### config.mk
export PLATFORM = sky130hd
export DESIGN_NAME = usart_tx_peripheral
export DESIGN_NICKNAME = d
export VERILOG_FILES = /design/src/rtl/usart_tx_peripheral.sv
export SDC_FILE = /design/constraint.sdc
export NUM_CORES = 1
export LEC_CHECK = 0
export CAP_MARGIN = 5
export CORE_MARGIN = 2
export CORE_UTILIZATION = 55
export DETAILED_ROUTE_END_ITERATION = 6
export PLACE_DENSITY = 0.84
export RECOVER_POWER = 25
export SKIP_CTS_REPAIR_TIMING = 1
export SLEW_MARGIN = 20
export SYNTH_ARGS = -nofsm -noshare
export SYNTH_HDL_FRONTEND = slang
export SYNTH_SLANG_ARGS = --single-unit
### constraint.sdc
create_clock -name clk -period 2.9 [get_ports clk]
set_input_delay 0.58 -clock clk [delete_from_list [all_inputs] [get_ports clk]]
set_output_delay 0.58 -clock clk [all_outputs]
set_load 0.01 [all_outputs]
### src/rtl/usart_tx_peripheral.sv
// usart_tx_peripheral: memory-mapped async serial transmitter (TXREG/TXSTA/SPBRG), one-byte holding buffer.
// Optional ninth data bit (TX9/TX9D, NINTH state) is compiled in with `define USART_TX_NINTH_BIT_EN.
module usart_tx_peripheral #(
  parameter logic [8:0] TXREG_ADDR = 9'h019,
  parameter logic [8:0] TXSTA_ADDR = 9'h098,
  parameter logic [8:0] SPBRG_ADDR = 9'h099
) (
  input  logic       clk,
  input  logic       rst,
  input  logic [8:0] addr,
  input  logic [7:0] data_in,
  input  logic       wr_en,
  output logic [7:0] data_out,
  output logic       interrupt_strobe,
  output logic       tx
);
  typedef enum logic [2:0] {
    IDLE  = 3'd0,
    START = 3'd1,
    DATA  = 3'd2,
`ifdef USART_TX_NINTH_BIT_EN
    NINTH = 3'd3,
`endif
    STOP  = 3'd4
  } state_e;

  state_e     state_q, state_d;
  logic       txen_q, txen_d, brgh_q, brgh_d;
  logic [7:0] spbrg_q, spbrg_d, hold_q, hold_d, tsr_q, tsr_d;
  logic       full_q, full_d, strobe_q, strobe_d, tx_q, tx_d;
  logic [2:0] bit_q, bit_d;
  logic [7:0] brg_q, brg_d, rate_q, rate_d;
  logic [5:0] sub_q, sub_d;
  logic       hs_q, hs_d;
  logic       tx9, tx9d, trmt;
  logic       txsta_wr, txreg_wr, spbrg_wr, txen_fall, txen_rise;
  logic       tick, bit_end, xfer, restart;

  assign txsta_wr  = wr_en && (addr == TXSTA_ADDR);
  assign txreg_wr  = wr_en && (addr == TXREG_ADDR);
  assign spbrg_wr  = wr_en && (addr == SPBRG_ADDR);
  assign txen_fall = txsta_wr && txen_q && !data_in[5];
  assign txen_rise = txsta_wr && !txen_q && data_in[5];
  // rate_q/hs_q hold the divisor in force for the current bit; new SPBRG/BRGH apply at the boundary
  assign tick      = (brg_q == 8'd0);
  assign bit_end   = tick && (sub_q == (hs_q ? 6'd15 : 6'd63));
  assign trmt      = (state_q == IDLE);

`ifdef USART_TX_NINTH_BIT_EN
  logic tx9_q, tx9d_q, ninth_q;
  always_ff @(posedge clk or negedge rst) begin
    if (!rst) begin
      tx9_q   <= 1'b0;
      tx9d_q  <= 1'b0;
      ninth_q <= 1'b0;
    end else begin
      if (txsta_wr) begin
        tx9_q  <= data_in[6];
        tx9d_q <= data_in[0];
      end
      if (xfer) ninth_q <= tx9d_q;
    end
  end
  assign tx9  = tx9_q;
  assign tx9d = tx9d_q;
`else
  assign tx9  = 1'b0;
  assign tx9d = 1'b0;
`endif

  always_comb begin
    state_d = state_q;
    tsr_d   = tsr_q;
    bit_d   = bit_q;
    tx_d    = tx_q;
    brg_d   = brg_q;
    sub_d   = sub_q;
    rate_d  = rate_q;
    hs_d    = hs_q;
    xfer    = 1'b0;
    restart = 1'b0;
    if (state_q != IDLE) begin
      if (tick) begin
        brg_d = rate_q;
        sub_d = sub_q + 6'd1;
      end else begin
        brg_d = brg_q - 8'd1;
      end
    end
    case (state_q)
      IDLE:  xfer = full_q && txen_q;
      START: if (bit_end) begin
        state_d = DATA;
        tx_d    = tsr_q[0];
        bit_d   = 3'd0;
        restart = 1'b1;
      end
      DATA: if (bit_end) begin
        restart = 1'b1;
        if (bit_q == 3'd7) begin
`ifdef USART_TX_NINTH_BIT_EN
          if (tx9) begin
            state_d = NINTH;
            tx_d    = ninth_q;
          end else
`endif
          begin
            state_d = STOP;
            tx_d    = 1'b1;
          end
        end else begin
          tsr_d = {1'b0, tsr_q[7:1]};
          tx_d  = tsr_q[1];
          bit_d = bit_q + 3'd1;
        end
      end
`ifdef USART_TX_NINTH_BIT_EN
      NINTH: if (bit_end) begin
        state_d = STOP;
        tx_d    = 1'b1;
        restart = 1'b1;
      end
`endif
      STOP: if (bit_end) begin
        restart = 1'b1;
        if (full_q && txen_q) xfer = 1'b1;
        else state_d = IDLE;
      end
      default: state_d = IDLE;
    endcase
    if (xfer) begin
      state_d = START;
      tsr_d   = hold_q;
      tx_d    = 1'b0;
      restart = 1'b1;
    end
    if (restart) begin
      brg_d  = spbrg_q;
      sub_d  = 6'd0;
      rate_d = spbrg_q;
      hs_d   = brgh_q;
    end
    // disabling the transmitter aborts the frame outright and suppresses any pending transfer
    if (txen_fall) begin
      xfer    = 1'b0;
      state_d = IDLE;
      tx_d    = 1'b1;
      brg_d   = 8'd0;
      sub_d   = 6'd0;
    end
  end

  always_comb begin
    txen_d  = txen_q;
    brgh_d  = brgh_q;
    spbrg_d = spbrg_q;
    hold_d  = hold_q;
    full_d  = full_q;
    if (txsta_wr) begin
      txen_d = data_in[5];
      brgh_d = data_in[2];
    end
    if (spbrg_wr) spbrg_d = data_in;
    if (xfer) full_d = 1'b0;
    // a write landing on a transfer cycle refills the buffer after the old byte moves out
    if (txreg_wr && txen_q) begin
      hold_d = data_in;
      full_d = 1'b1;
    end
    if (txen_fall) full_d = 1'b0;
  end

  assign strobe_d = xfer || txen_rise;

  always_ff @(posedge clk or negedge rst) begin
    if (!rst) begin
      state_q  <= IDLE;
      txen_q   <= 1'b0;
      brgh_q   <= 1'b0;
      spbrg_q  <= 8'h00;
      hold_q   <= 8'h00;
      full_q   <= 1'b0;
      tsr_q    <= 8'h00;
      bit_q    <= 3'd0;
      brg_q    <= 8'd0;
      sub_q    <= 6'd0;
      rate_q   <= 8'd0;
      hs_q     <= 1'b0;
      strobe_q <= 1'b0;
      tx_q     <= 1'b1;
    end else begin
      state_q  <= state_d;
      txen_q   <= txen_d;
      brgh_q   <= brgh_d;
      spbrg_q  <= spbrg_d;
      hold_q   <= hold_d;
      full_q   <= full_d;
      tsr_q    <= tsr_d;
      bit_q    <= bit_d;
      brg_q    <= brg_d;
      sub_q    <= sub_d;
      rate_q   <= rate_d;
      hs_q     <= hs_d;
      strobe_q <= strobe_d;
      tx_q     <= tx_d;
    end
  end

  always_comb begin
    data_out = 8'h00;
    if (addr == TXSTA_ADDR)      data_out = {1'b0, tx9, txen_q, 2'b00, brgh_q, trmt, tx9d};
    else if (addr == SPBRG_ADDR) data_out = spbrg_q;
  end

  assign interrupt_strobe = strobe_q;
  assign tx               = tx_q;
endmodule

==> results.txt <==
----------------------------------------------------
[Run]
  Number of max-cap violations ... 0

[Logic synthesis]
  Count of flip-flops with a built-in enable after synthesis ... 0
  Total number of yosys warnings ... 0
  Main combinational cell family by area after synthesis ... simple AND/OR/NAND/NOR gates
  Adder and majority cell fraction of the synthesized area ... 1.71%
  Post-synthesis simple-gate area fraction ... 21.6%
  Cell count after synthesis ... 301
  Proportion of synthesized chip area in sequential cells ... 49.7%
  Syn Nets ... 325
  Top flip-flop cell by instance count after synthesis ... sky130_fd_sc_hd__dfrtp_1
  Share of cell area taken by muxes after synthesis ... 8.99%
  Syn_area_per_cell ... 9.71 um2
  Area share of xor/xnor cells in the synthesized design ... 1.50%
  Count of cell types in the netlist ... 50
  Cell area after technology mapping ... 0.00292 mm2
  Share of the synthesized area in compound gates (AO/OA/AOI/OAI) ... 13.8%
  Number of synthesized register bits ... 58
  Synth async-reset ratio ... 100%

[Critical path]
  Highest cell delay on the worst timing path ... 560 ps
  Worst-path fanout max ... 6
  Series of cell instances along the critical path ... clkdlybuf4s50_1 > or4bb_1 > nor3_2 > buf_4 > a22o_1 > buf_2
  Family with the most delay on the worst path ... buffers and inverters
  Endpoint type of the worst setup path ... primary output
  CP Data Arrival Time ... 2200 ps
  Reg2Reg Launch Point ... brg_q[0]
  Launch point of the critical path ... addr[1]
  Classification of the worst setup path ... in -> out
  CP max stage cell ... sky130_fd_sc_hd__or4bb_1
  Sum of buffers and inverters on the critical path ... 3
  Required time at the endpoint of the critical path ... 2320 ps
  Kind of start point of the critical path ... primary input

[Floorplan]
  Die Ht ... 76.9 um
  Die boundary width ... 76.9 um
  Rows ... 26
  I/O pins ... 30
  Core box area ... 0.00511 mm2
  Initial core utilization ... 57.2%
  Area of the die ... 0.00591 mm2

[Finish]
  Most common cell after layout, fill and taps aside ... sky130_fd_sc_hd__nand2_1
  Area overhead of the layout relative to synthesis ... 23.7%
  Final cell area excluding filler cells ... 0.00361 mm2
  Fin nets ... 368
  Commonest cells after routing, fill and taps aside ... sky130_fd_sc_hd__nand2_1 (69), sky130_fd_sc_hd__dfrtp_1 (57), sky130_fd_sc_hd__nor2_1 (19)
  Proportion of layout cells with a drive suffix above 1 ... 19.2%
  Diodes inserted ... 0
  Non-Filler Instances ... 419

[Power and ir drop]
  Share of total power in the clock network ... 48.7%
  Switching power share of the total ... 21.1%
  IR drop worst, VDD ... 424 uV
  Power density relative to cell area ... 472 mW/mm2
  Fraction of power consumed by sequential logic ... 47.9%
  Switching power ... 361 uW
  Leak Pwr ... 1.87 nW
  Total power after layout ... 1.71 mW
  Internal power ... 1.35 mW
  Combinational fraction of design power ... 3.3%

[Global routing]
  Initial antenna violation count ... 0
  Number of global-route vias before repair ... 2489
  First-pass GRT wire length ... 11500 um
  Pin count of the biggest net entering global routing ... 59
  GR Overflow Total ... 0
  Overall global routing resource usage ... 25.0%

[Timing]
  Endpoints failing setup ... 0
  Fin worst setup slack ... 116 ps
  Transition at the pin with the smallest max-transition slack ... 1420 ps
  Post-route fraction of the period consumed by the critical path ... 96.0%
  Final worst path period need ... 2780 ps
  Smallest hold slack ... 477 ps
  RSZ-0062 raised after global routing ... false
  Max Freq ... 359 MHz
  Relative slew margins ... 5.66%
  Final slew viol count ... 0
  Final worst clock skew ... 7.41 ps
  Number of failing hold endpoints at the final stage ... 0

[Worst hold path]
  Launch point of the worst hold path ... hs_q
  Worst hold path type ... reg -> reg

[Routing]
  Violation count after the first detailed-route iteration ... 117
  First-pass DRT Iterations ... 4
  Average wire length per cell after detail routing ... 16.5 um
  Total number of vias ... 2481
  Via-per-instance ratio ... 5.92
  Post-detailed-routing wire length ... 6920 um
  Antenna viol nets, final ... 0
  Detailed-route DRC error count ... 0

[Place]
  Placement-stage cell area ... 0.00336 mm2
  Placer Congestion ... 0.827
  Cell count after placement ... 402
  Sum of net half-perimeters after detailed placement ... 4670 um
  Worst slack at placement ... -827 ps
  Port Buf Inserts ... 29

[Clocking]
  Cell chosen for the clock root ... sky130_fd_sc_hd__clkbuf_8
  Count of H-tree levels built during CTS ... 3
  Number of CTS-inserted buffers ... 9
  Skew-Pair Late Insertion Delay ... 340 ps
  Clock transition at the registers of the reported paths ... 70 ps
  Worst-case clock buffer depth ... 2
  TritonCTS clock tree ... yes
  TritonCTS sink count ... 58

[Run status]
  Result of the run ... completed

----------------------------------------------------
-- sequential cells by signal, summed over array words and instances, names as in the netlist --
register	flops
brg_q	8
hold_q	8
rate_q	8
spbrg_q	8
tsr_q	8
sub_q	6
bit_q	3
state_q	3
brgh_q	1
full_q	1
hs_q	1
interrupt_strobe	1
tx	1
txen_q	1
-- cell usage after synthesis (all sizes together), types with 4 or more instances --
cell | count | share of area, %
nand3 | 14 | 2.4
o2111ai | 5 | 1.5
a21oi | 11 | 2.0
inv | 4 | 0.51
a32oi | 5 | 1.5
buf | 6 | 1.2
ha | 4 | 1.7
dfrtp | 57 | 49
a22o | 4 | 1.2
mux2i | 6 | 2.1
o21ai | 17 | 2.9
nand2 | 69 | 8.9
nor3 | 7 | 1.4
and2 | 6 | 1.3
clkbuf | 7 | 0.90
nor2 | 19 | 2.4
mux2 | 18 | 6.9
-- power groups by stage --
stage	registers, mW	clock network [mW]	logic [mW]
detailed placement	0.833	0	0.0562
floorplan	0.831	0	0.00649
global placement	0.833	0	0.0549
CTS	0.818	0.832	0.0568
finish	0.818	0.832	0.0566
global route	0.818	0.868	0.0630
-- final timing paths --
check	endpoint	slack, ps	cells past startpoint
worst max-delay path	data_out[2]	120	6
worst min-delay path	hs_q	480	2
worst min register to register	hs_q	480	2
min in group asynchronous	bit_q[1]	660	2
worst max register to register	brg_q[4]	160	8
max in group asynchronous	brg_q[7]	1410	2
-- worst register-to-register path: cells and delay by family, from the launching register on --
kind | cells | cell delay (ps)
AND/OR/NAND/NOR | 3 | 1150
adder cells (fa/ha/maj) | 1 | 210
flip-flops | 1 | 410
AO/OA/AOI/OAI | 3 | 750
buffers and inverters | 1 | 80
-- stage by stage --
stage	utilization [%]	TNS (ps)
after CTS	70.0	-6740
after detailed placement	65.7	-8640
final	70.7	0
after floorplan	-	0
after global placement	65.7	-7170
after global routing	70.7	0
-- layout make-up --
class | count | area (um2)
inverters | 4 | 15.0
clock inverters | 5 | 77.6
clock buffers | 11 | 141
multi-input cells | 226 | 1420
fillers | 360 | 1490
repair buffers | 45 | 419
flip-flops and latches | 58 | 1450
well taps | 70 | 87.6
-- logic make-up after synthesis --
group	count (synthesis)
AND/OR/NAND/NOR	135
AO/OA/AOI/OAI	58
flip-flops	58
multiplexers	24
buffers and inverters	17
XOR/XNOR	5
adder cells (fa/ha/maj)	4
-- routing by layer --
metal  vias to the layer above  GRT usage, %  routed length [um]
met4                         0          13.1                 162
met5                         -             0                   0
met1                      1230          30.7                2940
met3                        17          4.12                 317
li1                       1164             -                   -
met2                        70          42.4                3500
No activity file was read; power rests on OpenSTA's default activity.
